`src/rtl/bl_pkg.sv`:
```
`default_nettype none
// ============================================================================
// Module   : bl_pkg
// Purpose  : shared sizes, timing defaults and FSM encoding for bl_frame_sched
// Revision : 1.0
// ============================================================================
package bl_pkg;

    localparam int BL_NUM_LED      = 360;
    localparam int BL_AW           = 10;
    localparam int BL_DW           = 16;
    localparam int BL_CFG_WAIT     = 2500;
    localparam int BL_FRAME_PERIOD = 420000;
    localparam int BL_PULSE_LEN    = 29;

    typedef enum logic [1:0] {
        ST_WAIT = 2'd0,
        ST_IDLE = 2'd1,
        ST_FILL = 2'd2
    } bl_state_t;

endpackage
`default_nettype wire

```
`src/rtl/bl_frame_timer.sv`:
```
`default_nettype none
// ============================================================================
// Module   : bl_frame_timer
// Purpose  : post-reset config wait, frame period counter / tick, sdbpflag pulse
// Revision : 1.0
// ============================================================================
module bl_frame_timer
    import bl_pkg::*;
#(
    parameter int CFG_WAIT     = BL_CFG_WAIT,
    parameter int FRAME_PERIOD = BL_FRAME_PERIOD,
    parameter int PULSE_LEN    = BL_PULSE_LEN
) (
    input  logic clk,
    input  logic rst,
    input  logic i_in_wait,
    input  logic i_in_idle,
    output logic o_cfg_done,
    output logic o_tick,
    output logic o_sdbpflag
);

    localparam int c_cw = (CFG_WAIT > 1) ? $clog2(CFG_WAIT) : 1;
    localparam int c_pw = (FRAME_PERIOD > 1) ? $clog2(FRAME_PERIOD) : 1;
    localparam int c_lw = (PULSE_LEN > 1) ? $clog2(PULSE_LEN + 1) : 1;

    localparam logic [c_cw-1:0] c_cfg_last   = c_cw'(CFG_WAIT - 1);
    localparam logic [c_pw-1:0] c_per_last   = c_pw'(FRAME_PERIOD - 1);
    localparam logic [c_lw-1:0] c_pulse_last = c_lw'(PULSE_LEN - 1);

    logic [c_cw-1:0] r_cfg_cnt;
    logic [c_pw-1:0] r_per_cnt;
    logic [c_lw-1:0] r_pulse_cnt;
    logic            r_sdbpflag;

    assign o_cfg_done = i_in_wait && (r_cfg_cnt == c_cfg_last);
    assign o_tick     = i_in_idle && (r_per_cnt == '0);
    assign o_sdbpflag = r_sdbpflag;

    always_ff @(posedge clk) begin
        if (rst) begin
            r_cfg_cnt   <= '0;
            r_per_cnt   <= '0;
            r_pulse_cnt <= '0;
            r_sdbpflag  <= 1'b0;
        end else begin
            if (i_in_wait && !o_cfg_done) begin
                r_cfg_cnt <= r_cfg_cnt + c_cw'(1);
            end

            // Period keeps counting through FILL so frames stay evenly spaced.
            if (i_in_wait) begin
                r_per_cnt <= '0;
            end else if (r_per_cnt == c_per_last) begin
                r_per_cnt <= '0;
            end else begin
                r_per_cnt <= r_per_cnt + c_pw'(1);
            end

            if (o_tick) begin
                r_sdbpflag  <= 1'b1;
                r_pulse_cnt <= c_pulse_last;
            end else if (r_pulse_cnt != '0) begin
                r_pulse_cnt <= r_pulse_cnt - c_lw'(1);
            end else begin
                r_sdbpflag  <= 1'b0;
            end
        end
    end

endmodule
`default_nettype wire

```
`src/rtl/bl_frame_sched.sv`:
```
`default_nettype none
// ============================================================================
// Module   : bl_frame_sched
// Purpose  : frame pacing, per-frame buffer refill and host write arbitration.
//            Host write port enabled by BL_HOST_PORT_EN.
// Revision : 1.0
// ============================================================================
module bl_frame_sched
    import bl_pkg::*;
#(
    parameter int NUM_LED      = BL_NUM_LED,
    parameter int AW           = BL_AW,
    parameter int DW           = BL_DW,
    parameter int CFG_WAIT     = BL_CFG_WAIT,
    parameter int FRAME_PERIOD = BL_FRAME_PERIOD,
    parameter int PULSE_LEN    = BL_PULSE_LEN
) (
    input  logic          clk,
    input  logic          rst,
    output logic          pat_rd_en,
    output logic [AW-1:0] pat_rd_addr,
    input  logic [DW-1:0] pat_rd_data,
    input  logic          host_valid,
    input  logic [AW-1:0] host_addr,
    input  logic [DW-1:0] host_data,
    output logic          host_ready,
    output logic          wt_we,
    output logic [AW-1:0] wt_addr,
    output logic [DW-1:0] wt_din,
    output logic          sdbpflag,
    output logic          frame_done,
    output logic          addr_err
);

    generate
        if (FRAME_PERIOD <= NUM_LED + PULSE_LEN + 2) begin : g_bad_period
            $error("bl_frame_sched: FRAME_PERIOD must exceed NUM_LED + PULSE_LEN + 2");
        end
    endgenerate

    localparam logic [AW-1:0] c_last_addr = AW'(NUM_LED - 1);

    bl_state_t     r_state;
    logic          r_rd_en;
    logic [AW-1:0] r_rd_addr;
    logic          r_wt_we;
    logic [AW-1:0] r_wt_addr;
    logic          r_fill_wr;
    logic [DW-1:0] r_host_data;
    logic          r_frame_done;
    logic          r_addr_err;

    logic w_tick;
    logic w_cfg_done;
    logic w_host_ready;
    logic w_host_acc;
    logic w_host_in_range;

    bl_frame_timer #(
        .CFG_WAIT     (CFG_WAIT),
        .FRAME_PERIOD (FRAME_PERIOD),
        .PULSE_LEN    (PULSE_LEN)
    ) u_timer (
        .clk        (clk),
        .rst        (rst),
        .i_in_wait  (r_state == ST_WAIT),
        .i_in_idle  (r_state == ST_IDLE),
        .o_cfg_done (w_cfg_done),
        .o_tick     (w_tick),
        .o_sdbpflag (sdbpflag)
    );

`ifdef BL_HOST_PORT_EN
    assign w_host_ready    = (r_state == ST_IDLE) && !w_tick;
    assign w_host_acc      = host_valid && w_host_ready;
    assign w_host_in_range = ({1'b0, host_addr} < (AW+1)'(NUM_LED));
`else
    logic w_unused_host;
    assign w_unused_host   = ^{host_valid, host_addr, host_data};
    assign w_host_ready    = 1'b0;
    assign w_host_acc      = 1'b0;
    assign w_host_in_range = 1'b0;
`endif

    always_ff @(posedge clk) begin
        if (rst) begin
            r_state      <= ST_WAIT;
            r_rd_en      <= 1'b0;
            r_rd_addr    <= '0;
            r_wt_we      <= 1'b0;
            r_wt_addr    <= '0;
            r_fill_wr    <= 1'b0;
            r_host_data  <= '0;
            r_frame_done <= 1'b0;
            r_addr_err   <= 1'b0;
        end else begin
            r_wt_we      <= 1'b0;
            r_fill_wr    <= 1'b0;
            r_frame_done <= 1'b0;

            case (r_state)
                ST_WAIT: begin
                    if (w_cfg_done) begin
                        r_state <= ST_IDLE;
                    end
                end
                ST_IDLE: begin
                    if (w_tick) begin
                        r_state   <= ST_FILL;
                        r_rd_en   <= 1'b1;
                        r_rd_addr <= '0;
                    end
                end
                ST_FILL: begin
                    // Each read address is written back one cycle later with the returned word.
                    if (r_rd_en) begin
                        r_wt_we   <= 1'b1;
                        r_wt_addr <= r_rd_addr;
                        r_fill_wr <= 1'b1;
                        if (r_rd_addr == c_last_addr) begin
                            r_rd_en      <= 1'b0;
                            r_rd_addr    <= '0;
                            r_frame_done <= 1'b1;
                        end else begin
                            r_rd_addr <= r_rd_addr + AW'(1);
                        end
                    end
                    if (r_frame_done) begin
                        r_state <= ST_IDLE;
                    end
                end
                default: r_state <= ST_WAIT;
            endcase

            // Host is only ever granted in IDLE, so it never overlaps a fill write.
            if (w_host_acc) begin
                r_wt_we     <= w_host_in_range;
                r_wt_addr   <= host_addr;
                r_host_data <= host_data;
                if (!w_host_in_range) begin
                    r_addr_err <= 1'b1;
                end
            end
        end
    end

    // Pattern RAM output is already registered, so fill data is forwarded straight through.
    assign wt_din      = r_fill_wr ? pat_rd_data : r_host_data;
    assign wt_we       = r_wt_we;
    assign wt_addr     = r_wt_addr;
    assign pat_rd_en   = r_rd_en;
    assign pat_rd_addr = r_rd_addr;
    assign frame_done  = r_frame_done;
    assign addr_err    = r_addr_err;
    assign host_ready  = w_host_ready;

endmodule
`default_nettype wire

```
`config.mk`:
```
export PLATFORM = sky130hd
export DESIGN_NAME = bl_frame_sched
export DESIGN_NICKNAME = d
export VERILOG_FILES = /design/src/rtl/bl_pkg.sv /design/src/rtl/bl_frame_timer.sv /design/src/rtl/bl_frame_sched.sv
export SDC_FILE = /design/constraint.sdc
export NUM_CORES = 1
export LEC_CHECK = 0
export CAP_MARGIN = 10
export CORE_AREA = 2 2 109 111
export DETAILED_ROUTE_END_ITERATION = 8
export DIE_AREA = 0 0 111 113
export PLACE_DENSITY = 0.54
export SLEW_MARGIN = 10
export SYNTH_ARGS = -nofsm -noshare
export SYNTH_HDL_FRONTEND = slang
export SYNTH_SLANG_ARGS = --single-unit
export TNS_END_PERCENT = 5
```
`constraint.sdc`:
```
create_clock -name clk -period 3.05 [get_ports clk]
set_input_delay 0.305 -clock clk [delete_from_list [all_inputs] [get_ports clk]]
set_output_delay 0.305 -clock clk [all_outputs]
set_load 0.01 [all_outputs]
```
Word level (Yosys, flattened, before mapping). Index checks and enable logic that the tools add are counted.

$add $sub $neg: 4. Equality and inequality tests: 10. Multiplexer cells: 19. Bitwise gates (word level): 2. Reduce and logical (&&, ||, !) cells: 17.

Operator list (count): $mux W10 (3); $pmux W10 S2 (1); $add A19 B1 Y19 const B (1); $eq A19 B19 Y1 const B (1); $logic_not A19 Y1 (1); $mux W16 (1); $add A12 B1 Y12 const B (1); $eq A12 B12 Y1 const B (1); $add A10 B1 Y10 const B (1); $eq A10 B9 Y1 const B (1); $mux W5 (2); $ne A2 B2 Y1 const B (4); $mux W1 (7); $mux W2 (3); $pmux W2 S3 (1); $reduce_and A3 Y1 (2); $reduce_or A3 Y1 (2); $reduce_bool A5 Y1 (1); $sub A5 B1 Y5 const B (1); $reduce_and A2 Y1 (2); $reduce_bool A2 Y1 (2); $reduce_or A2 Y1 (2); $logic_and A1 B1 Y1 (3); $eq A2 B1 Y1 const B (1); other kinds (6) (7).

Flip-flop bits (word level): 62. Input bits: 45. Output and inout port bits: 42. Word-level logic and storage cells: 63.

Depth between registers and ports, before layout. Gate-level depths: netlist (run 1).

Depth in word-level cells: 4. Depth in mapped cells: 8. Gate-level depth less buffers: 7.

Hierarchy. From an unflattened synthesis (run 1), not the netlist that was laid out.

Cell total of the unflattened synthesis: 346. Area total of the unflattened synthesis: 2965.3 sq um.

Modules (own cells, without submodules): bl_frame_timer (instances 1, cells each 201, area an instance 1741.7 sq um); bl_frame_sched (instances 1, cells each 145, area an instance 1223.7 sq um).

Worst setup path after synthesis (run 1). OpenSTA, ideal clock, no wires.

Path type: register to register. Start: register r_rd_addr[0] (netlist: pat_rd_addr[0]). End: register r_rd_addr[8] (netlist: pat_rd_addr[8]). Library setup time: 120 ps. Arrival time: 1914 ps. Required time: 2930 ps. Path slack: 1017 ps. Cell stages (with the launch flop): 7. Path buffers: 0. Cell sequence: dfxtp_1 > ha_1 > or4b_1 > nor4b_2 > nor2_1 > and3_1 > a211o_1.

Longest elaborated chain between the ends: 4. Elaborated cells between the ends (all ways): 5.

Ends and longest elaborated chain: start: declaration (RTL line bl_frame_sched.sv:45) `logic [AW-1:0] r_rd_addr;`; start signal: assignment (RTL line bl_frame_sched.sv:125) `r_rd_addr <= r_rd_addr + AW'(1);`; $add A10 B1 Y10 / $eq A10 B9 Y1 (equally long branches) (RTL line bl_frame_sched.sv:125, bl_frame_sched.sv:120); $mux W10 * (RTL line bl_frame_sched.sv:120) `if (r_rd_addr == c_last_addr) begin`; $mux W10 * (RTL line bl_frame_sched.sv:116) `if (r_rd_en) begin`; $pmux W10 S2 * (RTL line bl_frame_sched.sv:101) `case (r_state)`.

Every way passes the cells marked *; elsewhere a longest branch is shown, timed or not. The select of a mux whose other input is x is not followed. A chain may end at the register's enable or synchronous reset.

Worst setup path after layout (run 1). Ends and elaborated chain as after synthesis.

==> parameters.txt, run 1 <==
Parameter                              Value

Critical path
  Launching element type of the critical path    register
  Category of the most critical setup path    reg2reg
  Arrival time of the worst setup path    2.40 ns
  Buffering stage count on the worst path with inverters included    0
  Gate family responsible for the most delay along the worst path    simple AND/OR/NAND/NOR gates
  Req. time, crit path    3.26 ns
  Maximum cell stage delay along the critical path    0.46 ns
  Crit path capture type    register
  Crit-path slowest cell    or4b_1
  Cell-by-cell listing of the critical path    ha_1, or4b_1, nor4b_2, nor2_1, and3_1, a211o_1
  Critical path fanouts, max    6
  Worst setup path startpoint    pat_rd_addr[0]$_SDFFE_PP0P_
  Origin of the critical flop-to-flop path    pat_rd_addr[0]$_SDFFE_PP0P_

Timing
  Number of endpoints with negative hold slack in the final report    0
  Transition time at the pin with the least slew margin    0.713 ns
  Setup Skew    0.00716 ns
  Achievable clock frequency    456 MHz
  Period minus WS final    2.19 ns
  Sum of negative setup slack    0 ns
  Final period util    71.9%
  Relative slew slack    52.1%
  Final setup fails    0
  Setup repair after global routing missed its margin    false
  Final slew viol count    0

Floorplan
  Number of primary I/O pins    87
  Std-Cell Core Area    11300 um2
  Die width    111 um
  Starting density of the core    25.8%
  Height of the die    113 um
  Rows    39
  Die outline area    12500 um2

Drt
  Sum of routed wire length over all layers    6840 um
  Number of detailed-routing iterations run before antenna repair    5
  ANT nets after route    0
  Per-cell routed wire length    12.3 um
  Total vias in the final route    2622
  Number of DRC violations after detailed-routing iteration 0    90
  DRC violation count after routing    0
  Routed via count divided by cell count    4.72

Yosys
  YS warnings    0
  Cell Area, Synth    2910 um2
  Avg Synthesized Cell Area    8.26 um2
  Sequential fraction of the synthesis area    42.7%
  Flops & latches, synth    62
  Post-Syn Instances    352
  Count of different cell masters after synthesis    47

Power
  Pwr dens    544 nW/um2
  Switching part of the total    21.6%
  Internal power    1670 uW
  Worst vdd rail ir drop    281 uV
  Portion of total power attributed to sequential cells    41.3%
  Relative contribution of the clock network to total power    50.7%
  Cell leakage power    0.00137 uW
  Net switching power figure    459 uW
  Design Power    2130 uW
  Logic pwr share    8.0%

Clock network
  Post-CTS Hold Fix Bufs    0
  Worst-Skew Late Latency    0.32 ns
  Htree depth    3
  Number of buffers created by CTS    9
  Post-cts resize count    0
  Maximum count of clock buffers along a single path    2
  Setup repair bufs after CTS    0
  TritonCTS clock tree    yes
  Clock Sinks    62
  Clock root buffer master    clkbuf_16
  Clock-pin transition on the worst setup and hold timing paths    0.05 ns

Hold path
  HP Start    u_timer.o_sdbpflag$_SDFFE_PP0P_
  Classification of the worst-slack hold path    reg2reg

Final layout
  Final Net Count    457
  Fraction of layout cells with a size suffix above 1    5.34%
  Count of inserted antenna diode cells    0
  Finished Cell Area    3910 um2
  Area growth from synthesis to final layout    34.6%
  Number of fill cells in the layout    1168

Global route
  Number of antenna violations at the first check in global routing    0
  Vias in the first global route    2399
  Global Route Usage Sum    11.2%
  Wire length of the first global-routing pass    11700 um
  Maximum number of pins on one net before global-route repair    41
  GRT Residual Overflow    0

Outcome
  Status    completed

Placed design
  Gp weighted congestion    0.801
  Detailed Place HPWL    4860 um
  Number of port buffers    57
  Area of placed instances    3590 um2

Flow run
  Number of max-cap violations    0
## sequential cells by signal, indices dropped and copies added (netlist names), 2 cells and up
register,count
r_state,2
pat_rd_addr,10
u_timer.r_pulse_cnt,5
u_timer.r_per_cnt,19
wt_addr,10
u_timer.r_cfg_cnt,12
## area by class of cell
type / count / area (um2) / share of cell area [%]
Inverter: 9 / 33.8 / 0.864
Tap cell: 143 / 179 / 4.57
Timing Repair Buffer: 59 / 586 / 15.0
Multi-Input combinational cell: 266 / 1560 / 39.8
Clock buffer: 12 / 246 / 6.30
Sequential cell: 62 / 1240 / 31.7
Clock inverter: 4 / 70.1 / 1.79
## layer usage
metal | wire [um] | up-vias | global-route usage (%) | part of all wire [%]
li1 | - | 1315 | - | -
met1 | 3170 | 1223 | 14.4 | 46
met2 | 3190 | 80 | 18.0 | 47
met3 | 424 | 4 | 3.91 | 6.2
met4 | 50 | 0 | 3.33 | 0.73
met5 | 0 | - | 0 | 0
## worst min-delay path: cells and delay by family (launching register included)
kind | cells | cell delay (ns)
and+or+nand+nor | 1 | 0.05
AOI/OAI and AO/OA | 1 | 0.05
DFF | 1 | 0.31
## cell usage in the layout, fill, tap and decap left out, drive strengths merged, types with 5 or more instances in the layout
master          n
a21oi          17
and2           19
and3            7
clkbuf         12
clkdlybuf4s50  57
dfxtp          62
ha              5
inv             9
nand2          51
nand3          14
nand4          12
nor2           45
nor3            5
nor4           11
o21ai           8
xnor2           8
xor2           19
## through the flow
stage / worst slack, ns / cells / hold slack, ns / util (%)
3_5_place_dp: 0.886 / 539 / 0.452 / 31.9
3_3_place_gp: 0.878 / 539 / 0.443 / 31.9
5_1_grt: 0.632 / 555 / 0.475 / 34.7
4_1_cts: 0.876 / 555 / 0.460 / 34.7
6_report: 0.857 / 555 / 0.455 / 34.7
2_1_floorplan: 1.02 / 353 / 0.441 / -
## power groups by stage
stage / Combinational, uW / Clock, uW / Sequential (uW)
finish: 169 / 1080 / 879
floorplan: 130 / 0 / 888
detailed placement: 169 / 0 / 896
global route: 193 / 1130 / 885
CTS: 171 / 1100 / 879
global placement: 164 / 0 / 893
## final timing paths
check	end	slack, ns	depth (start not counted)
worst max-delay path	pat_rd_addr[8]$_SDFFE_PP0P_	0.86	6
worst min-delay path	u_timer.o_sdbpflag$_SDFFE_PP0P_	0.45	2
worst max register to register	pat_rd_addr[8]$_SDFFE_PP0P_	0.86	6
worst min register to register	u_timer.o_sdbpflag$_SDFFE_PP0P_	0.45	2
## Yosys cell counts, drive strengths merged
cell | number | area (um2)
clkbuf | 11 | 41.3
xnor2 | 8 | 70.1
xor2 | 19 | 166
nor4b | 3 | 32.5
or3b | 1 | 8.76
nand4 | 12 | 75.1
or3 | 2 | 12.5
a22o | 2 | 17.5
nand3 | 14 | 75.1
o22a | 2 | 17.5
a2111oi | 2 | 17.5
nand2 | 51 | 191
o31ai | 2 | 15.0
nor4 | 11 | 68.8
or4 | 4 | 33.8
conb | 1 | 3.75
ha | 5 | 62.6
and3 | 7 | 43.8
a41o | 1 | 10.0
nor3b | 2 | 15.0
o21ai | 8 | 40.0
and4 | 2 | 17.5
buf | 5 | 38.8
mux2 | 1 | 11.3
or4b | 1 | 10.0
nor2 | 45 | 169
and2b | 1 | 7.51
o2bb2ai | 2 | 17.5
a31oi | 2 | 12.5
and2 | 19 | 119
a211o | 1 | 8.76
or2 | 2 | 12.5
or2b | 1 | 7.51
o22ai | 2 | 12.5
mux2i | 4 | 40.0
nor3 | 5 | 25.0
inv | 9 | 33.8
a21oi | 17 | 85.1
dfxtp | 62 | 1240
nor2b | 3 | 18.8
## cells by family (layout without fill, tap and decap cells)
logic type	Yosys count	after routing	synth area share, %
compound gates	41	41	8.74
flops	62	62	42.7
xor+xnor	27	27	8.14
fa+ha+maj	5	5	2.15
simple gates	186	186	32.5
buf+inv	25	84	3.92
mux	5	5	1.76
other cells	1	2	0.129
Power figures use the tool's default switching activity.
==> inputs of run 2 (changes only) <==
clock period = 2.2 ns   (was 3.05 ns; I/O delays follow)
==> run 2 against run 1 <==
Against the previous run: global-route usage grew 0.32 points; sequential share of layout area shrank 0.45 points; total power grew 34%; die area is the same; design area grew 1.4%; largest power group unchanged.
==> parameters.txt, run 2 (synthesis results as in run 1) <==
Parameter                              Value

Clock network
  Worst-Skew Late Latency    0.33 ns (was 0.32 ns)
  Clock root buffer master    clkbuf_16 (unchanged)
  Setup repair bufs after CTS    0 (unchanged)
  Post-cts resize count    0 (unchanged)
  Number of buffers created by CTS    9 (unchanged)
  Maximum count of clock buffers along a single path    2 (unchanged)
  Post-CTS Hold Fix Bufs    0 (unchanged)
  Clock Sinks    62 (unchanged)
  Clock-pin transition on the worst setup and hold timing paths    0.05 ns (about the same)
  Htree depth    3 (unchanged)
  TritonCTS clock tree    yes (unchanged)

Timing
  Final period util    91.5% (was 71.9%)
  Final slew viol count    0 (unchanged)
  Sum of negative setup slack    0 ns (unchanged)
  Number of endpoints with negative hold slack in the final report    0 (unchanged)
  Transition time at the pin with the least slew margin    0.534 ns (was 0.713 ns)
  Setup repair after global routing missed its margin    false (unchanged)
  Relative slew slack    64.3% (was 52.1%)
  Final setup fails    0 (unchanged)
  Achievable clock frequency    497 MHz (was 456 MHz)
  Period minus WS final    2.01 ns (was 2.19 ns)
  Setup Skew    0.00619 ns (was 0.00716 ns)

Final layout
  Largest reg by FF count    u_timer.r_per_cnt (unchanged)
  Highest-count cells in the layout ignoring fill and taps    dfxtp_1 (62), clkdlybuf4s50_1 (57), nand2_1 (51) (unchanged)
  Most common cell after layout, fill and taps aside    dfxtp_1 (unchanged)
  Number of flip-flops in the largest register    19 (unchanged)
  Fraction of layout cells with a size suffix above 1    7.82% (was 5.34%)
  Number of fill cells in the layout    1190 (was 1168)
  Registers with the most flip-flops    u_timer.r_per_cnt: 19 flops, u_timer.r_cfg_cnt: 12 flops (unchanged)
  Final Net Count    468 (was 457)
  Area growth from synthesis to final layout    36.5% (was 34.6%)
  Count of inserted antenna diode cells    0 (unchanged)
  Finished Cell Area    3970 um2 (was 3910 um2)

Floorplan
  Die outline area    12500 um2 (unchanged)
  Height of the die    113 um (unchanged)
  Die width    111 um (unchanged)
  Rows    39 (unchanged)
  Std-Cell Core Area    11300 um2 (unchanged)
  Number of primary I/O pins    87 (unchanged)
  Starting density of the core    25.8% (unchanged)

Critical path
  Critical path fanouts, max    5 (was 6)
  Origin of the critical flop-to-flop path    pat_rd_addr[0]$_SDFFE_PP0P_ (unchanged)
  Crit path capture type    register (unchanged)
  Req. time, crit path    2.41 ns (was 3.26 ns)
  Gate family responsible for the most delay along the worst path    simple AND/OR/NAND/NOR gates (unchanged)
  Arrival time of the worst setup path    2.23 ns (was 2.40 ns)
  Maximum cell stage delay along the critical path    0.47 ns (was 0.46 ns)
  Crit-path slowest cell    or4b_1 (unchanged)
  Cell-by-cell listing of the critical path    ha_1, or4b_1, nor4b_2, nor2_1, and3_1, a211o_1 (unchanged)
  Register-to-Register Setup Slack    0.19 ns (was 0.86 ns)
  Buffering stage count on the worst path with inverters included    0 (unchanged)
  Worst setup path startpoint    pat_rd_addr[0]$_SDFFE_PP0P_ (unchanged)
  Launching element type of the critical path    register (unchanged)
  Category of the most critical setup path    reg2reg (unchanged)

Drt
  ANT nets after route    0 (unchanged)
  DRC violation count after routing    0 (unchanged)
  Number of detailed-routing iterations run before antenna repair    4 (was 5)
  Routed via count divided by cell count    4.63 (was 4.72)
  Total vias in the final route    2618 (was 2622)
  Number of DRC violations after detailed-routing iteration 0    77 (was 90)
  Per-cell routed wire length    12.4 um (was 12.3 um)
  Sum of routed wire length over all layers    6980 um (was 6840 um)

Outcome
  Status    completed (unchanged)

Global route
  Gr busiest metal    met2 (unchanged)
  Vias in the first global route    2476 (was 2399)
  Global Route met2 Usage    18.1% (was 18.0%)
  GR met1 Demand/Resource    15.2% (was 14.4%)
  Number of antenna violations at the first check in global routing    0 (unchanged)
  Wire length of the first global-routing pass    11900 um (was 11700 um)
  Met3 routing resource usage after global routing    3.00% (was 3.91%)
  GRT Residual Overflow    0 (unchanged)
  Global Route Usage Sum    11.6% (was 11.2%)
  Maximum number of pins on one net before global-route repair    41 (unchanged)

Hold path
  HP Start    u_timer.o_sdbpflag$_SDFFE_PP0P_ (unchanged)
  Classification of the worst-slack hold path    reg2reg (unchanged)

Placed design
  Gp weighted congestion    0.783 (was 0.801)
  Number of port buffers    57 (unchanged)
  Detailed Place HPWL    5010 um (was 4860 um)
  Area of placed instances    3680 um2 (was 3590 um2)

Power
  Worst vdd rail ir drop    376 uV (was 281 uV)
  Cell leakage power    0.00141 uW (was 0.00137 uW)
  Pwr dens    716 nW/um2 (was 544 nW/um2)

Flow run
  Number of max-cap violations    0 (unchanged)
==> run 2: final cells by class <==
| type | count | area, um2 | area share, % |
|---|---|---|---|
| multi-input combinational | 266 | 1560 | 39.2 |
| timing repair buffer | 70 | 668 | 16.8 |
| inverter | 9 | 33.8 | 0.851 |
| sequential | 62 | 1240 | 31.3 |
| clock buffer | 11 | 243 | 6.12 |
| tap | 143 | 179 | 4.51 |
| clock inverter | 4 | 47.5 | 1.20 |
==> run 2: worst min-delay path: stages (launching register included) <==
cell and delay (ns):
dfxtp_1 0.30, nand2_1 0.05, a21oi_1 0.05
==> run 2: per-layer routing <==
| metal | vias up | share of wire [%] |
|---|---|---|
| li1 | 1346 | - |
| met1 | 1190 | 48 |
| met2 | 71 | 45 |
| met3 | 11 | 4.9 |
| met4 | 0 | 1.9 |
| met5 | - | 0 |
==> run 2: final timing paths <==
path	end	cells past startpoint
setup / recovery	pat_rd_addr[8]$_SDFFE_PP0P_	6
hold reg to reg	u_timer.o_sdbpflag$_SDFFE_PP0P_	2
setup reg to reg	pat_rd_addr[8]$_SDFFE_PP0P_	6
hold / removal	u_timer.o_sdbpflag$_SDFFE_PP0P_	2
==> run 2: metrics by stage <==
step | util, % | worst slack [ns] | hold WS [ns] | std cells | total power, uW
final | 35.2 | 0.187 | 0.448 | 565 | 2840
after global routing | 35.2 | 0.0183 | 0.464 | 565 | 2960
after CTS | 35.2 | 0.164 | 0.451 | 565 | 2880
after detailed placement | 32.6 | 0.188 | 0.444 | 550 | 1480
after global placement | 32.6 | 0.217 | 0.439 | 550 | 1470
after floorplan | - | 0.167 | 0.423 | 353 | 1410
==> run 2: power by group <==
| group | leakage (uW) | internal (uW) | switching [uW] |
|---|---|---|---|
| clock | 0.000141 | 896 | 493 |
| combinational | 0.000767 | 124 | 110 |
| sequential | 0.000501 | 1170 | 50.6 |
